`src/rtl/vend_dispense.sv`:
```
// Dispense-side controller: runs the product motor to its home sensor, then ejects
// change coins one at a time, confirming each on the exit sensor, with a watchdog per step.
module vend_dispense #(
    parameter int CHG_W     = 3,
    parameter int PULSE_LEN = 4,
    parameter int TMR_W     = 8,
    parameter int TIMEOUT   = 200
) (
    input  logic             clk,
    input  logic             rst,
    input  logic             req_valid,
    input  logic             req_product,
    input  logic [CHG_W-1:0] req_change,
    output logic             ready,
    output logic             motor_on,
    input  logic             motor_home,
    output logic             coin_eject,
    input  logic             coin_sensed,
    output logic [CHG_W-1:0] coins_left,
    output logic             done,
    output logic             fault,
    output logic [1:0]       fault_code,
    input  logic             fault_clr
);

    typedef enum logic [2:0] {
        IDLE,
        MOTOR,
        COIN_PULSE,
        COIN_WAIT,
        DONE,
        FAULT
    } state_t;

    // Timer restarts at 0 on every state entry, so timer == LAST marks the final allowed cycle.
    localparam logic [TMR_W-1:0] TMO_LAST   = TMR_W'(TIMEOUT - 1);
    localparam logic [TMR_W-1:0] PULSE_LAST = TMR_W'(PULSE_LEN - 1);

    state_t           state;
    logic [TMR_W-1:0] timer;

    assign ready = (state == IDLE);

    always_ff @(posedge clk or negedge rst) begin
        if (!rst) begin
            state      <= IDLE;
            timer      <= '0;
            motor_on   <= 1'b0;
            coin_eject <= 1'b0;
            coins_left <= '0;
            done       <= 1'b0;
            fault      <= 1'b0;
            fault_code <= 2'b00;
        end else begin
            done <= 1'b0;
            case (state)
                IDLE: begin
                    timer <= '0;
                    if (req_valid) begin
                        coins_left <= req_change;
                        if (req_product) begin
                            state    <= MOTOR;
                            motor_on <= 1'b1;
                        end else if (req_change != '0) begin
                            state      <= COIN_PULSE;
                            coin_eject <= 1'b1;
                        end else begin
                            state <= DONE;
                            done  <= 1'b1;
                        end
                    end
                end

                MOTOR: begin
                    timer <= timer + 1'b1;
                    if (motor_home) begin
                        motor_on <= 1'b0;
                        timer    <= '0;
                        if (coins_left != '0) begin
                            state      <= COIN_PULSE;
                            coin_eject <= 1'b1;
                        end else begin
                            state <= DONE;
                            done  <= 1'b1;
                        end
                    end else if (timer == TMO_LAST) begin
                        motor_on   <= 1'b0;
                        timer      <= '0;
                        state      <= FAULT;
                        fault      <= 1'b1;
                        fault_code <= 2'b01;
                    end
                end

                COIN_PULSE: begin
                    timer <= timer + 1'b1;
                    if (timer == PULSE_LAST) begin
                        coin_eject <= 1'b0;
                        timer      <= '0;
                        state      <= COIN_WAIT;
                    end
                end

                COIN_WAIT: begin
                    timer <= timer + 1'b1;
                    if (coin_sensed) begin
                        timer <= '0;
                        if (coins_left != '0)
                            coins_left <= coins_left - 1'b1;
                        if (coins_left <= CHG_W'(1)) begin
                            state <= DONE;
                            done  <= 1'b1;
                        end else begin
                            state      <= COIN_PULSE;
                            coin_eject <= 1'b1;
                        end
                    end else if (timer == TMO_LAST) begin
                        timer      <= '0;
                        state      <= FAULT;
                        fault      <= 1'b1;
                        fault_code <= 2'b10;
                    end
                end

                DONE: begin
                    timer <= '0;
                    state <= IDLE;
                end

                FAULT: begin
                    timer <= '0;
                    if (fault_clr) begin
                        state      <= IDLE;
                        fault      <= 1'b0;
                        fault_code <= 2'b00;
                        coins_left <= '0;
                    end
                end

                default: begin
                    timer      <= '0;
                    state      <= IDLE;
                    motor_on   <= 1'b0;
                    coin_eject <= 1'b0;
                end
            endcase
        end
    end

endmodule
```
`config.mk`:
```
export PLATFORM = sky130hd
export DESIGN_NAME = vend_dispense
export DESIGN_NICKNAME = d
export VERILOG_FILES = /design/src/rtl/vend_dispense.sv
export SDC_FILE = /design/constraint.sdc
export NUM_CORES = 1
export LEC_CHECK = 0
export CAP_MARGIN = 20
export CORE_AREA = 2 2 53 55
export DETAILED_ROUTE_END_ITERATION = 10
export DIE_AREA = 0 0 55 57
export HOLD_SLACK_MARGIN = 0.02
export PLACE_DENSITY = 0.86
export SETUP_SLACK_MARGIN = 0.15
export SLEW_MARGIN = 20
export SYNTH_ARGS = -nofsm -noshare
export SYNTH_HDL_FRONTEND = slang
export SYNTH_SLANG_ARGS = --single-unit
```
`constraint.sdc`:
```
create_clock -name clk -period 1.78 [get_ports clk]
set_clock_uncertainty 0.05 [all_clocks]
set_input_delay 0.178 -clock clk [delete_from_list [all_inputs] [get_ports clk]]
set_output_delay 0.178 -clock clk [all_outputs]
set_load 0.02 [all_outputs]
```
==> results of run 1 <==
[flip-flops by register name, summed over array words and instances (netlist names)]
signal	count
fault_code	2
fault	1
motor_on	1
coin_eject	1
state	3
done	1
coins_left	3
timer	8
[where the power goes]
part,switching (uW),internal [uW],total (uW),leakage (uW)
Sequential,153,575,728,0.000256
Clock,151,228,379,0.0000279
Combinational,730,653,1380,0.000508
Total,1040,1460,2490,0.000792
[layout make-up]
cell class              instances  area, um2
fillers                       207        846
multi-input cells             109        806
flip-flops and latches         20        504
repair buffers                 38        353
well taps                      31       38.8
clock inverters                 1       30.0
clock buffers                   3       22.5
inverters                       4       15.0
[synth_stat cells (2+ instances only)]
master / n / share of area [%]
dfrtp_1: 20 / 39
nor2_1: 16 / 4.6
nor2b_1: 7 / 3.4
o21ai_0: 7 / 2.7
a21oi_1: 6 / 2.3
nor3_1: 6 / 2.3
buf_2: 5 / 1.9
ha_1: 4 / 3.9
inv_1: 4 / 1.2
nand2_1: 4 / 1.2
nand3_1: 4 / 1.5
nor3b_1: 4 / 2.3
xor2_1: 4 / 2.7
a22o_1: 3 / 2.0
a31oi_1: 3 / 1.4
nand3b_1: 3 / 1.7
o21bai_1: 3 / 1.7
a21o_1: 2 / 1.2
and3_1: 2 / 0.97
nand4_1: 2 / 0.97
nand4b_1: 2 / 1.4
o211a_1: 2 / 1.5
o21a_1: 2 / 1.2
xnor2_1: 2 / 1.4
[final timing paths]
kind,start,to,slack (ps),depth (start not counted)
min,rst,state[2]$_DFFE_PN0P_,130,2
min reg2reg,fault$_DFFE_PN0P_,fault$_DFFE_PN0P_,460,1
max in group asynchronous,rst,coins_left[0]$_DFFE_PN0P_,1310,2
min in group clk,fault$_DFFE_PN0P_,fault$_DFFE_PN0P_,460,1
max reg2reg,timer[3]$_DFF_PN0_,timer[0]$_DFF_PN0_,140,4
max,timer[3]$_DFF_PN0_,timer[0]$_DFF_PN0_,140,4
[cells by family after synthesis]
| kind of cell | share of synthesized area (%) |
|---|---|
| xor gates and xnor gates | 4.05 |
| AOI/OAI and AO/OA | 23.8 |
| DFF | 38.6 |
| buffers and inverters | 3.96 |
| and+or+nand+nor | 25.7 |
| adders and majority gates | 3.86 |
[routing by layer]
metal / GRT usage (%) / up-vias / part of all wire [%]
met5: 0 / - / 0
met4: 8.71 / 0 / 2.8
met3: 3.40 / 12 / 5.5
met2: 40.5 / 54 / 51
met1: 29.3 / 607 / 41
li1: - / 583 / -
[worst reg2reg max path, delay by kind of cell, from the launching register on]
family           cells  cell delay [ps]
flip-flops           1              400
AO/OA/AOI/OAI        1              330
AND/OR/NAND/NOR      3              760
[what timing repair did]
| item | 4_1_cts | 5_1_grt |
|---|---|---|
| cloned | 0 | 0 |
| setup endpoints to repair | 15 | 22 |
| gates resized for setup | 9 | 18 |
| pin swaps | 3 | 7 |
| setup buffers | 2 | 5 |
[per-stage QoR]
stage	cells	hold WS (ps)	power, uW	worst slack (ps)	area (um2)
after floorplan	140	-168	1490	155	1300
after global placement	195	393	1850	77.9	1590
after detailed placement	195	409	1920	37.2	1590
after CTS	201	152	2340	147	1680
after global routing	206	161	2680	67.9	1770
final	206	135	2490	137	1770
==> flow_metrics.tcl, run 1 <==
set metrics [dict create \
    ys_ff_latch 20 \
    setup_viol 0 \
    clk_pin_slew_ps 120 \
    async_flop_share_pct 100 \
    chipHeight_um 57 \
    drv_slew 0 \
    first_iter_violations 34 \
    grt_max_degree 21 \
    critPathKind "reg2reg" \
    tns_ps 0 \
    insertion_delay_ps 310 \
    drive_above_1_share_pct 26.9 \
    synth-edff-count 0 \
    syn2layout_area_growth_pct 36.5 \
    synth_flop_cell "dfrtp_1" \
    crit_slowest_cell "dfrtp_1" \
    synth.avg_cell_area_um2 9.26 \
    p_per_area_nw_per_um2 1410 \
    numCtsBuffers 3 \
    critPathCaptureType "register" \
    cpPeakStageDelay_ps 400 \
    die_x_um 55 \
    hpwl_mm 2.35 \
    max-vdd-ir-drop_mv 0.960 \
    final_common_cell "dfrtp_1" \
    holdBufCountCts 0 \
    final_cell_mix "17 x dfrtp_1, 15 x clkdlybuf4s50_1, 15 x buf_4" \
    final-hold-violation-count 0 \
    p_leak_uw 0.000792 \
    cp_data_arrival_time_ps 1790 \
    rsz0062_at_grt "true" \
    clockRootBuffer "clkbuf_4" \
    track_usage_pct 23.6 \
    cts_tree "yes" \
    critPathLaunchType "register" \
    grt_pass1_wl_mm 5.40 \
    run_status "complete, no violations" \
    path_delay_family "simple AND/OR/NAND/NOR gates" \
    min_period_ps 1640 \
    synth_nets 154 \
    post-route-util_pct 67.7 \
    clk_path_buf_depth 2 \
    pin_count 20 \
    viasPerCell 6.10 \
    ys_seq_area_share_pct 38.6 \
    fmax_ghz 0.609 \
    antenna_found_initial 0 \
    diodes 0 \
    drcViolationCount 0 \
    cp_cell_sequence "or3_4 -> or2_4 -> a32oi_4 -> nor2_1" \
    path_buf_inv 0 \
    cts_sinks 20 \
    routed-via-count 1256 \
    fin_crit_sh_pct 92.3 \
    dieArea_um2 3140 \
    initial_core_util_pct 49.6 \
    synth_cells 140 \
    avgRoutedWirePerCell_um 16.2 \
    place.gp.congestion 0.910 \
    worstMarginPinSlew_ps 313 \
    fp-row-count 19 \
    yosys_warnings 0 \
    drv_cap 0 \
    critPathMaxFanout 7 \
    io_buffers 19 \
    nNetsFinal 190 \
    worstHoldPathType "in2async" \
    postRouteAntennaNets 0 \
    core_um2 2620 \
    grt_overflow_total 0 \
    worstPathRequired_ps 1920 \
    wirelength_mm 3.33 \
    htreeDepth 1 \
    grt_pass1_vias 1272 \
    ys_types 47 \
    drtPass1Iterations 4 \
    relSlewSlack_pct 79.1 \
    syn-cell-area_um2 1300 \
]
Note: power is estimated with default switching activity, not from simulation.
==> run 2, diff against run 1 <==
--- a/config.mk
+++ b/config.mk
@@ -6,11 +6,11 @@
 export NUM_CORES = 1
 export LEC_CHECK = 0
 export CAP_MARGIN = 20
-export CORE_AREA = 2 2 53 55
+export CORE_AREA = 2 2 60 62
 export DETAILED_ROUTE_END_ITERATION = 10
-export DIE_AREA = 0 0 55 57
+export DIE_AREA = 0 0 62 64
 export HOLD_SLACK_MARGIN = 0.02
-export PLACE_DENSITY = 0.86
+export PLACE_DENSITY = 0.71
 export SETUP_SLACK_MARGIN = 0.15
 export SLEW_MARGIN = 20
 export SYNTH_ARGS = -nofsm -noshare
==> run 2 against run 1 <==
Against the previous run:
- maximum frequency grew 1.4%
- critical path depth is the same
- hold slack gained 17 ps
- flip-flop and latch count is the same
- routed wire length shrank 6.5%
- critical path type unchanged
==> flow_metrics.tcl, run 2 (same netlist as run 1, synthesis figures left out) <==
set metrics [dict create \
    p_leak_uw 0.000768 \
    grt_max_degree 21 \
    critPathKind "reg2reg" \
    r2r_slack_ps 160 \
    insertion_delay_ps 300 \
    fp-row-count 21 \
    avgRoutedWirePerCell_um 14.2 \
    nNetsFinal 188 \
    fmax_ghz 0.617 \
    htreeDepth 1 \
    rr_endpoint "timer[1]$_DFF_PN0_" \
    final_cell_mix "17 x dfrtp_1, 16 x clkdlybuf4s50_1, 16 x buf_4" \
    pin_count 20 \
    initial_core_util_pct 39.5 \
    fin_crit_sh_pct 91.1 \
    crit_slowest_cell "dfrtp_1" \
    first_iter_violations 89 \
    critPathMaxFanout 7 \
    fillers 314 \
    hpwl_mm 2.29 \
    worstMarginPinSlew_ps 318 \
    final-hold-violation-count 0 \
    routed-via-count 1196 \
    cp_cell_sequence "or3_4 -> or2_4 -> a32oi_4 -> nor2b_1" \
    numCtsBuffers 3 \
    final-seq-area_um2 504 \
    drive_above_1_share_pct 25.4 \
    die_x_um 62 \
    final_common_cell "dfrtp_1" \
    min_period_ps 1620 \
    p_per_area_nw_per_um2 1370 \
    clk_path_buf_depth 2 \
    core_um2 3280 \
    drcViolationCount 0 \
    grt_overflow_total 0 \
    worstHoldPathType "in2async" \
    postRouteAntennaNets 0 \
    worstPathRequired_ps 1930 \
    top_register "timer" \
    diodes 0 \
    cts_sinks 20 \
    clockRootBuffer "clkbuf_4" \
    tns_ps 0 \
    r2r-start "timer[3]$_DFF_PN0_" \
    setup_viol 0 \
    antenna_found_initial 0 \
    reg2reg_depth 4 \
    wirelength_mm 3.12 \
    cts_tree "yes" \
    multi_input_area_um2 800 \
    cpPeakStageDelay_ps 400 \
    critPathLaunchType "register" \
    critPathCaptureType "register" \
    viasPerCell 5.46 \
    drtPass1Iterations 4 \
    cp_data_arrival_time_ps 1770 \
    dieArea_um2 3970 \
    dp.cells 211 \
    run_status "complete, no violations" \
    grt_pass1_vias 1209 \
    clk_pin_slew_ps 120 \
    place.gp.congestion 0.859 \
    stdcell_count 219 \
    rsz0062_at_grt "true" \
    syn2layout_area_growth_pct 35.0 \
    drv_cap 0 \
    io_buffers 19 \
    max-vdd-ir-drop_mv 0.523 \
    grt_pass1_wl_mm 5.29 \
    track_usage_pct 17.5 \
    relSlewSlack_pct 78.6 \
    largest_reg_flops 8 \
    chipHeight_um 64 \
    drv_slew 0 \
    reg_top3 "timer x8, coins_left x3, state x3" \
]
==> run 2: area by class of cell <==
cell class                 instances  area share, %
clock inverter                     1           1.72
multi-input combinational        109           45.7
tap                               46           3.29
sequential                        20           28.8
inverter                           4          0.858
timing repair buffer              36           18.4
clock buffer                       3           1.29
==> run 2: power by group <==
| part | internal [uW] | switching (uW) |
|---|---|---|
| Sequential | 573 | 138 |
| Combinational | 600 | 708 |
| Clock | 228 | 149 |
| Total | 1400 | 995 |
==> run 2: metrics by stage <==
stage	setup WS (ps)	area, um2	power (uW)	hold WS (ps)	utilization [%]
final	159	1750	2400	151	53.3
after global routing	65.8	1750	2600	155	53.3
after CTS	143	1690	2340	156	51.5
after detailed placement	45.9	1610	1920	402	49.1
after global placement	75.2	1610	1880	385	49.1
after floorplan	155	1300	1490	-168	-
==> run 2: timing repair <==
item,in CTS,in global routing
setup buffers,2,2
gates resized for setup,5,19
pin swaps,4,7
gates cloned,0,0
hold buffers,0,0
setup endpoints to repair,13,21
==> run 2: critical path: cells and delay by family (launching register included) <==
kind	cells	cell delay (ps)
flip-flops	1	400
AND/OR/NAND/NOR	3	740
AO/OA/AOI/OAI	1	330
==> run 2: worst max path at each step <==
| stage | startpoint | to | cells past startpoint |
|---|---|---|---|
| 4_1_cts | timer[3]$_DFF_PN0_ | fault_code[1]$_DFFE_PN0P_ | 4 |
| 2_1_floorplan | timer[3]$_DFF_PN0_ | motor_on$_DFFE_PN0P_ | 4 |
| 3_5_place_dp | timer[0]$_DFF_PN0_ | state[0]$_DFFE_PN0P_ | 5 |
| 6_report | timer[3]$_DFF_PN0_ | timer[1]$_DFF_PN0_ | 4 |
| 3_3_place_gp | coin_sensed | timer[2]$_DFF_PN0_ | 5 |
| 5_1_grt | timer[0]$_DFF_PN0_ | fault_code[1]$_DFFE_PN0P_ | 6 |
==> run 2: routing by layer <==
layer | vias to the layer above | share of wire, % | global-route usage (%)
met1 | 583 | 43 | 22.8
met2 | 29 | 52 | 28.8
met5 | - | 0 | 0
li1 | 580 | - | -
met3 | 4 | 2.9 | 2.43
met4 | 0 | 1.3 | 6.38
